File: src/rtl/pipeline_hazard_ctrl.sv
// Hazard/sequencing controller: load-use stalls, branch flushes, multi-cycle EX freeze, operand forwarding.
// Optional stall/flush statistics counters are enabled with the HAZ_STATS_EN macro.
module pipeline_hazard_ctrl #(
    parameter int MC_CYCLES = 4,
    parameter int CNT_W     = 3
) (
    input  logic       clk,
    input  logic       clrn,
    input  logic [4:0] id_rs,
    input  logic [4:0] id_rt,
    input  logic       id_use_rs,
    input  logic       id_use_rt,
    input  logic       id_mc,
    input  logic       ex_wreg,
    input  logic       ex_m2reg,
    input  logic [4:0] ex_wn,
    input  logic       mem_wreg,
    input  logic       mem_m2reg,
    input  logic [4:0] mem_wn,
    input  logic       ex_branch_taken,
    output logic       pc_en,
    output logic       ifid_en,
    output logic       ifid_flush,
    output logic       idex_en,
    output logic       idex_bubble,
    output logic [1:0] fwda,
    output logic [1:0] fwdb,
`ifdef HAZ_STATS_EN
    output logic [15:0] stall_cycles,
    output logic [15:0] flush_count,
`endif
    output logic       busy
);

    typedef enum logic {RUN, MC_BUSY} state_t;

    // The mc op is already in EX during the first busy cycle, hence the -2.
    localparam logic [CNT_W-1:0] CNT_INIT = CNT_W'(MC_CYCLES - 2);

    state_t           state_q, state_d;
    logic [CNT_W-1:0] cnt_q, cnt_d;
    logic             lu;

    function automatic logic [1:0] fwd_sel(
        input logic [4:0] src,
        input logic       e_wreg,
        input logic       e_m2reg,
        input logic [4:0] e_wn,
        input logic       m_wreg,
        input logic       m_m2reg,
        input logic [4:0] m_wn
    );
        logic [1:0] sel;
        sel = 2'b00;
        if (e_wreg && !e_m2reg && (e_wn != 5'd0) && (e_wn == src)) begin
            sel = 2'b01;
        end else if (m_wreg && (m_wn != 5'd0) && (m_wn == src)) begin
            sel = m_m2reg ? 2'b11 : 2'b10;
        end
        return sel;
    endfunction

    assign lu = ex_wreg && ex_m2reg && (ex_wn != 5'd0) &&
                ((id_use_rs && (id_rs == ex_wn)) || (id_use_rt && (id_rt == ex_wn)));

    always_comb begin
        state_d     = state_q;
        cnt_d       = cnt_q;
        pc_en       = 1'b1;
        ifid_en     = 1'b1;
        ifid_flush  = 1'b0;
        idex_en     = 1'b1;
        idex_bubble = 1'b0;
        busy        = 1'b0;
        fwda        = fwd_sel(id_rs, ex_wreg, ex_m2reg, ex_wn, mem_wreg, mem_m2reg, mem_wn);
        fwdb        = fwd_sel(id_rt, ex_wreg, ex_m2reg, ex_wn, mem_wreg, mem_m2reg, mem_wn);
        if (clrn) begin
            pc_en       = 1'b0;
            ifid_en     = 1'b0;
            ifid_flush  = 1'b1;
            idex_bubble = 1'b1;
            fwda        = 2'b00;
            fwdb        = 2'b00;
        end else begin
            case (state_q)
                RUN: begin
                    if (ex_branch_taken) begin
                        ifid_flush  = 1'b1;
                        idex_bubble = 1'b1;
                    end else if (lu) begin
                        pc_en       = 1'b0;
                        ifid_en     = 1'b0;
                        idex_bubble = 1'b1;
                    end else if (id_mc) begin
                        state_d = MC_BUSY;
                        cnt_d   = CNT_INIT;
                    end
                end
                MC_BUSY: begin
                    pc_en   = 1'b0;
                    ifid_en = 1'b0;
                    idex_en = 1'b0;
                    busy    = 1'b1;
                    if (cnt_q == '0) begin
                        state_d = RUN;
                    end else begin
                        cnt_d = cnt_q - CNT_W'(1);
                    end
                end
                default: begin
                    state_d = RUN;
                end
            endcase
        end
    end

    always_ff @(posedge clk) begin
        if (clrn) begin
            state_q <= RUN;
            cnt_q   <= '0;
        end else begin
            state_q <= state_d;
            cnt_q   <= cnt_d;
        end
    end

`ifdef HAZ_STATS_EN
    logic [15:0] stall_cycles_q, stall_cycles_d;
    logic [15:0] flush_count_q, flush_count_d;

    // Both counters saturate rather than wrap.
    always_comb begin
        stall_cycles_d = stall_cycles_q;
        flush_count_d  = flush_count_q;
        if (!pc_en && (stall_cycles_q != 16'hFFFF)) begin
            stall_cycles_d = stall_cycles_q + 16'd1;
        end
        if ((state_q == RUN) && ex_branch_taken && (flush_count_q != 16'hFFFF)) begin
            flush_count_d = flush_count_q + 16'd1;
        end
    end

    always_ff @(posedge clk) begin
        if (clrn) begin
            stall_cycles_q <= 16'd0;
            flush_count_q  <= 16'd0;
        end else begin
            stall_cycles_q <= stall_cycles_d;
            flush_count_q  <= flush_count_d;
        end
    end

    assign stall_cycles = stall_cycles_q;
    assign flush_count  = flush_count_q;
`endif

endmodule

File: config.mk
export PLATFORM = sky130hd
export DESIGN_NAME = pipeline_hazard_ctrl
export DESIGN_NICKNAME = d
export VERILOG_FILES = /design/src/rtl/pipeline_hazard_ctrl.sv
export SDC_FILE = /design/constraint.sdc
export NUM_CORES = 1
export LEC_CHECK = 0
export CORE_MARGIN = 2
export CORE_UTILIZATION = 32
export DETAILED_ROUTE_END_ITERATION = 6
export HOLD_SLACK_MARGIN = 0.05
export PLACE_DENSITY = 0.76
export SLEW_MARGIN = 10
export SYNTH_ARGS = -nofsm -noshare
export SYNTH_HDL_FRONTEND = slang
export SYNTH_SLANG_ARGS = --single-unit
File: constraint.sdc
create_clock -name clk -period 1.8 [get_ports clk]
set_input_delay 0.27 -clock clk [delete_from_list [all_inputs] [get_ports clk]]
set_output_delay 0.27 -clock clk [all_outputs]
set_load 0.02 [all_outputs]
* Word level (Yosys, flattened, before mapping)
Index checks and enable logic that the tools add are counted.
** Word-level totals
- Output and inout port bits :: 10
- Logic and storage cells :: 64
- Flip-flop bits (word level) :: 4
- Input bits :: 30
** Operators by class
- Add/sub/neg operators :: 1
- Reduce and logical (&&, ||, !) cells :: 18
- Bitwise logic cells :: 1
- Equal/unequal tests :: 10
- Muxes and demuxes :: 32
** Operators by type and width (count)
- $eq A5 B5 Y1 :: 6
- $mux W1 :: 19
- $logic_and A1 B1 Y1 :: 12
- $mux W2 :: 6
- $mux W3 :: 4
- $reduce_bool A5 Y1 :: 2
- $ne A2 B2 Y1 const B :: 4
- $pmux W3 S2 :: 1
- $pmux W1 S2 :: 2
- $reduce_and A4 Y1 :: 1
- $logic_not A3 Y1 :: 1
- $sub A3 B1 Y3 const B :: 1
- $logic_not A1 Y1 :: 1
- $logic_or A1 B1 Y1 :: 1
- $not A1 Y1 :: 1

* Depth between registers and ports, before layout
- Word-level depth :: 8
- Depth in mapped cells :: 7
- Gate-level depth less buffers :: 7

* Worst setup path before layout
OpenSTA, ideal clock, no wires.
- Path kind :: input to output
- Start point :: input ex_wn[1]
- End point :: output pc_en
- Buffers on the path :: 1
- Arrival time :: 1820 ps
- Path slack :: -290 ps
- Stages :: 6
- Required time :: 1530 ps
- Path through :: or4_4 -> o21ai_4 -> inv_2 -> o211a_2 -> a211oi_2 -> buf_4
** Between the ends
- Cells in the longest elaborated chain, start to end :: 8
- Elaborated cells on any way between the ends :: 12
- Those cells by class :: 2 x eq/ne; 4 x mux; 6 x reduce/logical
** RTL lines
- from (decl) :: RTL line 16 : input logic [4:0] ex_wn,
- $eq A5 B5 Y1 :: RTL line 64 : ((id_use_rs && (id_rs == ex_wn)) || (id_use_rt && (id_rt == ex_wn)));
- $logic_and A1 B1 Y1 :: RTL line 64
- $logic_or A1 B1 Y1 :: RTL line 64
- $logic_and A1 B1 Y1 * :: RTL line 63 : assign lu = ex_wreg && ex_m2reg && (ex_wn != 5'd0) &&
- $mux W1 * (2 in a row)
- $pmux W1 S2 *
- $mux W1 *
- to (decl) :: RTL line 21 : output logic pc_en,
Mark *: on every way between the ends. The rest lies on a longest branch, timed or not.

* Worst setup path after layout
- Start point :: input ex_wn[0]
- End point :: output pc_en
** Between the ends
- Cells in the longest elaborated chain, start to end :: 8
- Elaborated cells on any way between the ends :: 12
- Those cells by class :: 2 x eq/ne; 4 x mux; 6 x reduce/logical
** RTL lines
- $eq A5 B5 Y1 :: RTL line 64
- $logic_and A1 B1 Y1 :: RTL line 64
- $logic_or A1 B1 Y1 :: RTL line 64
- $logic_and A1 B1 Y1 * :: RTL line 63
- $mux W1 * :: RTL line 90 : end else if (lu) begin
- $mux W1 * :: RTL line 87 : if (ex_branch_taken) begin
- $pmux W1 S2 * :: RTL line 85 : case (state_q)
- $mux W1 * :: RTL line 77 : if (clrn) begin
Marked as above.

==> results.ini <==
[setup_path]
critical-path-top-delay-family = simple AND/OR/NAND/NOR gates
r2r_slack_ns = 0.29
critPathLaunch = ex_wn[0]
reg2reg_to = cnt_q[2]
cp_max_fo = 3
rr_worst_depth = 8
cp_data_arrival_time_ns = 1.67
endpoint_kind = output port
path_cells = buf_6 -> or4_4 -> o21ai_4 -> inv_2 -> o211a_4 -> a211oi_4 -> buf_6
cp_slowest_cell = or4_4
required_ns = 1.53
crit_cells = 7
r2r_start = cnt_q[0]
crit_type = primary input to output port
cp_common_cell = buf_6
path_buf_inv = 3
max_stage_delay_ns = 0.54
crit_end = pc_en
critPathLaunchType = primary input

[sta]
relSlewSlack = 0.767
setup_slack_ns = -0.138
post-route-min-period_ns = 1.94
fmaxAchievable_mhz = 516
worst_pin_slew_ns = 0.348
worst_hold_slack_ns = 0.505
finalClockSkew_ns = 0.00678
rsz0062_at_grt = true
hold_violations = 0
setup_viol = 8
maxSlewViolCount = 0
fin_crit_sh = 1.08

[global_routing]
grt_pass1_vias = 920
grt_max_degree = 14
antenna_found_initial = 0
grt_pass1_wl_um = 3780
grt_overflow = 0
grt_util_all_layers = 0.240

[pwr]
total_power_mw = 0.544
power_leakage_nw = 0.712
ir_worst_vdd_v = 0.000241
p_per_area_mw_per_mm2 = 370

[logic_synthesis]
synth-main-ff-cell = dfxtp_1
syn_area_um2 = 608
synth.area.top_cells = xor2_1 16%, dfxtp_1 13%, xnor2_1 13%
yosysMostFrequentCell = xor2_1
syn_nets = 110
yosys-top-cells-count = 11 x xor2_1, 9 x xnor2_1, 6 x inv_1, 6 x nand3_1, 5 x nor3_1
synth-edff-count = 0
yosysUniqueCellTypes = 31
synth_async_sr_flop_share = 0
yosysWarnings = 0
netlist_instances = 78
syn_avg_cell_area_um2 = 7.80
yosysSeqAreaShare = 0.132
ys_ff_latch = 4
yosys.area.top_type = xor2_1
yosys.area.top_type_share = 0.158

[detailed_routing]
wirelength_um = 3050
num_vias = 977
antenna_left = 0
drc = 0
drt_iter0_markers = 47
wl_per_cell_um = 17.0
viasPerCell = 5.46
first_pass_iters = 4

[die]
chipHeight_um = 47.6
die-area_mm2 = 0.00226
start_util = 0.345
num_io_pins = 40
core_mm2 = 0.00176
die_x_um = 47.6
fp-row-count = 15

[clock_network]
clk_latency_ns = 0.25
htreeDepth = 1
cts_tree = yes
clock-sinks = 4
cts_buffer_depth = 2
clkTransAtPathRegs_ns = 0.04
holdBufCountCts = 0
numCtsBuffers = 3
cts-root-buf = clkbuf_4

[placed_design]
gp_congestion = 0.850
dpl.hpwl_um = 1640
portBuffers = 39

[layout]
area_growth_pct = 142
diodes = 0
seq_area_um2 = 80.1
multiInputGateArea_um2 = 694
fillers = 108
post_route_cells_drive_above_1_share = 0.597
final_nets = 188

[worst_hold_path]
hp-class = register to register

[outcome]
run_status = finished, violations left
violations = negative setup slack

[flow_run]
cap_violations = 0

-- placed cells by master, fill, tap and decap left out, types with 3 or more instances in the layout --
cell type        count
buf_4               33
nand3_1              4
clkdlybuf4s50_1      6
a21o_1               3
clkbuf_2             9
buf_6               14
clkbuf_4             3
buf_2                4
inv_1                6
xor2_1               8
dfxtp_1              4
xor2_2               3
nor2_1               3
xnor2_2              6
dlygate4sd2_1        7
xnor2_1              3
-- logic make-up after synthesis --
| logic type | Yosys count | share of synthesized area |
|---|---|---|
| buffers and inverters | 9 | 0.0617 |
| AND/OR/NAND/NOR | 27 | 0.255 |
| AO/OA/AOI/OAI | 16 | 0.222 |
| XOR/XNOR | 20 | 0.288 |
| adder cells (fa/ha/maj) | 2 | 0.0411 |
| flip-flops | 4 | 0.132 |
-- power breakdown --
part           total [mW]  switching, mW  internal [mW]
clock network       0.126         0.0507         0.0755
logic               0.319          0.153          0.166
registers          0.0981        0.00375         0.0943
total               0.544          0.208          0.336
-- metal layers --
layer,track usage,up-vias,part of all wire
met3,0.0491,16,0.092
met4,0.0757,0,0.033
met2,0.465,86,0.50
met5,0,-,0
met1,0.258,437,0.38
li1,-,438,-
-- flip-flops by register name, summed over array words and instances, names as in the netlist --
register / count
cnt_q: 3
state_q: 1
-- through the flow --
| stage | setup slack [ns] | utilization | instance area, µm² | instances | setup TNS (ns) |
|---|---|---|---|---|---|
| after floorplan | -0.163 | - | 619 | 78 | -0.163 |
| after global placement | -0.953 | 0.688 | 1210 | 165 | -7.51 |
| after detailed placement | -0.961 | 0.688 | 1210 | 165 | -7.64 |
| after CTS | -0.167 | 0.779 | 1370 | 175 | -0.444 |
| after global routing | -0.171 | 0.834 | 1470 | 179 | -1.11 |
| final | -0.138 | 0.834 | 1470 | 179 | -0.838 |
-- tightest hold or removal path: cells and delay by family, from the launching register on --
family          cells  cell delay [ns]
compound gates      2             0.15
flops               1             0.32
-- timing repair --
action	CTS	global route
resized for setup	116	37
pin swaps	18	19
setup endpoints to repair	13	9
setup buffers	7	4
-- how the worst min path moves through the flow --
stage                           to     start  depth (start not counted)  slack, ns
after floorplan           cnt_q[2]  ex_m2reg                          2       0.44
after global placement    cnt_q[1]  cnt_q[1]                          2       0.48
after detailed placement  cnt_q[1]  cnt_q[1]                          2       0.48
after CTS                 cnt_q[1]  cnt_q[1]                          2       0.50
after global routing      cnt_q[1]  cnt_q[1]                          2       0.53
final                     cnt_q[1]  cnt_q[1]                          2       0.51
-- area by class of cell --
class	instances	area share
multi-input combinational	65	0.472
timing repair buffer	75	0.419
sequential	4	0.0544
tap	25	0.0213
inverter	7	0.0179
clock buffer	3	0.0153
(Power assumes the default switching activity.)
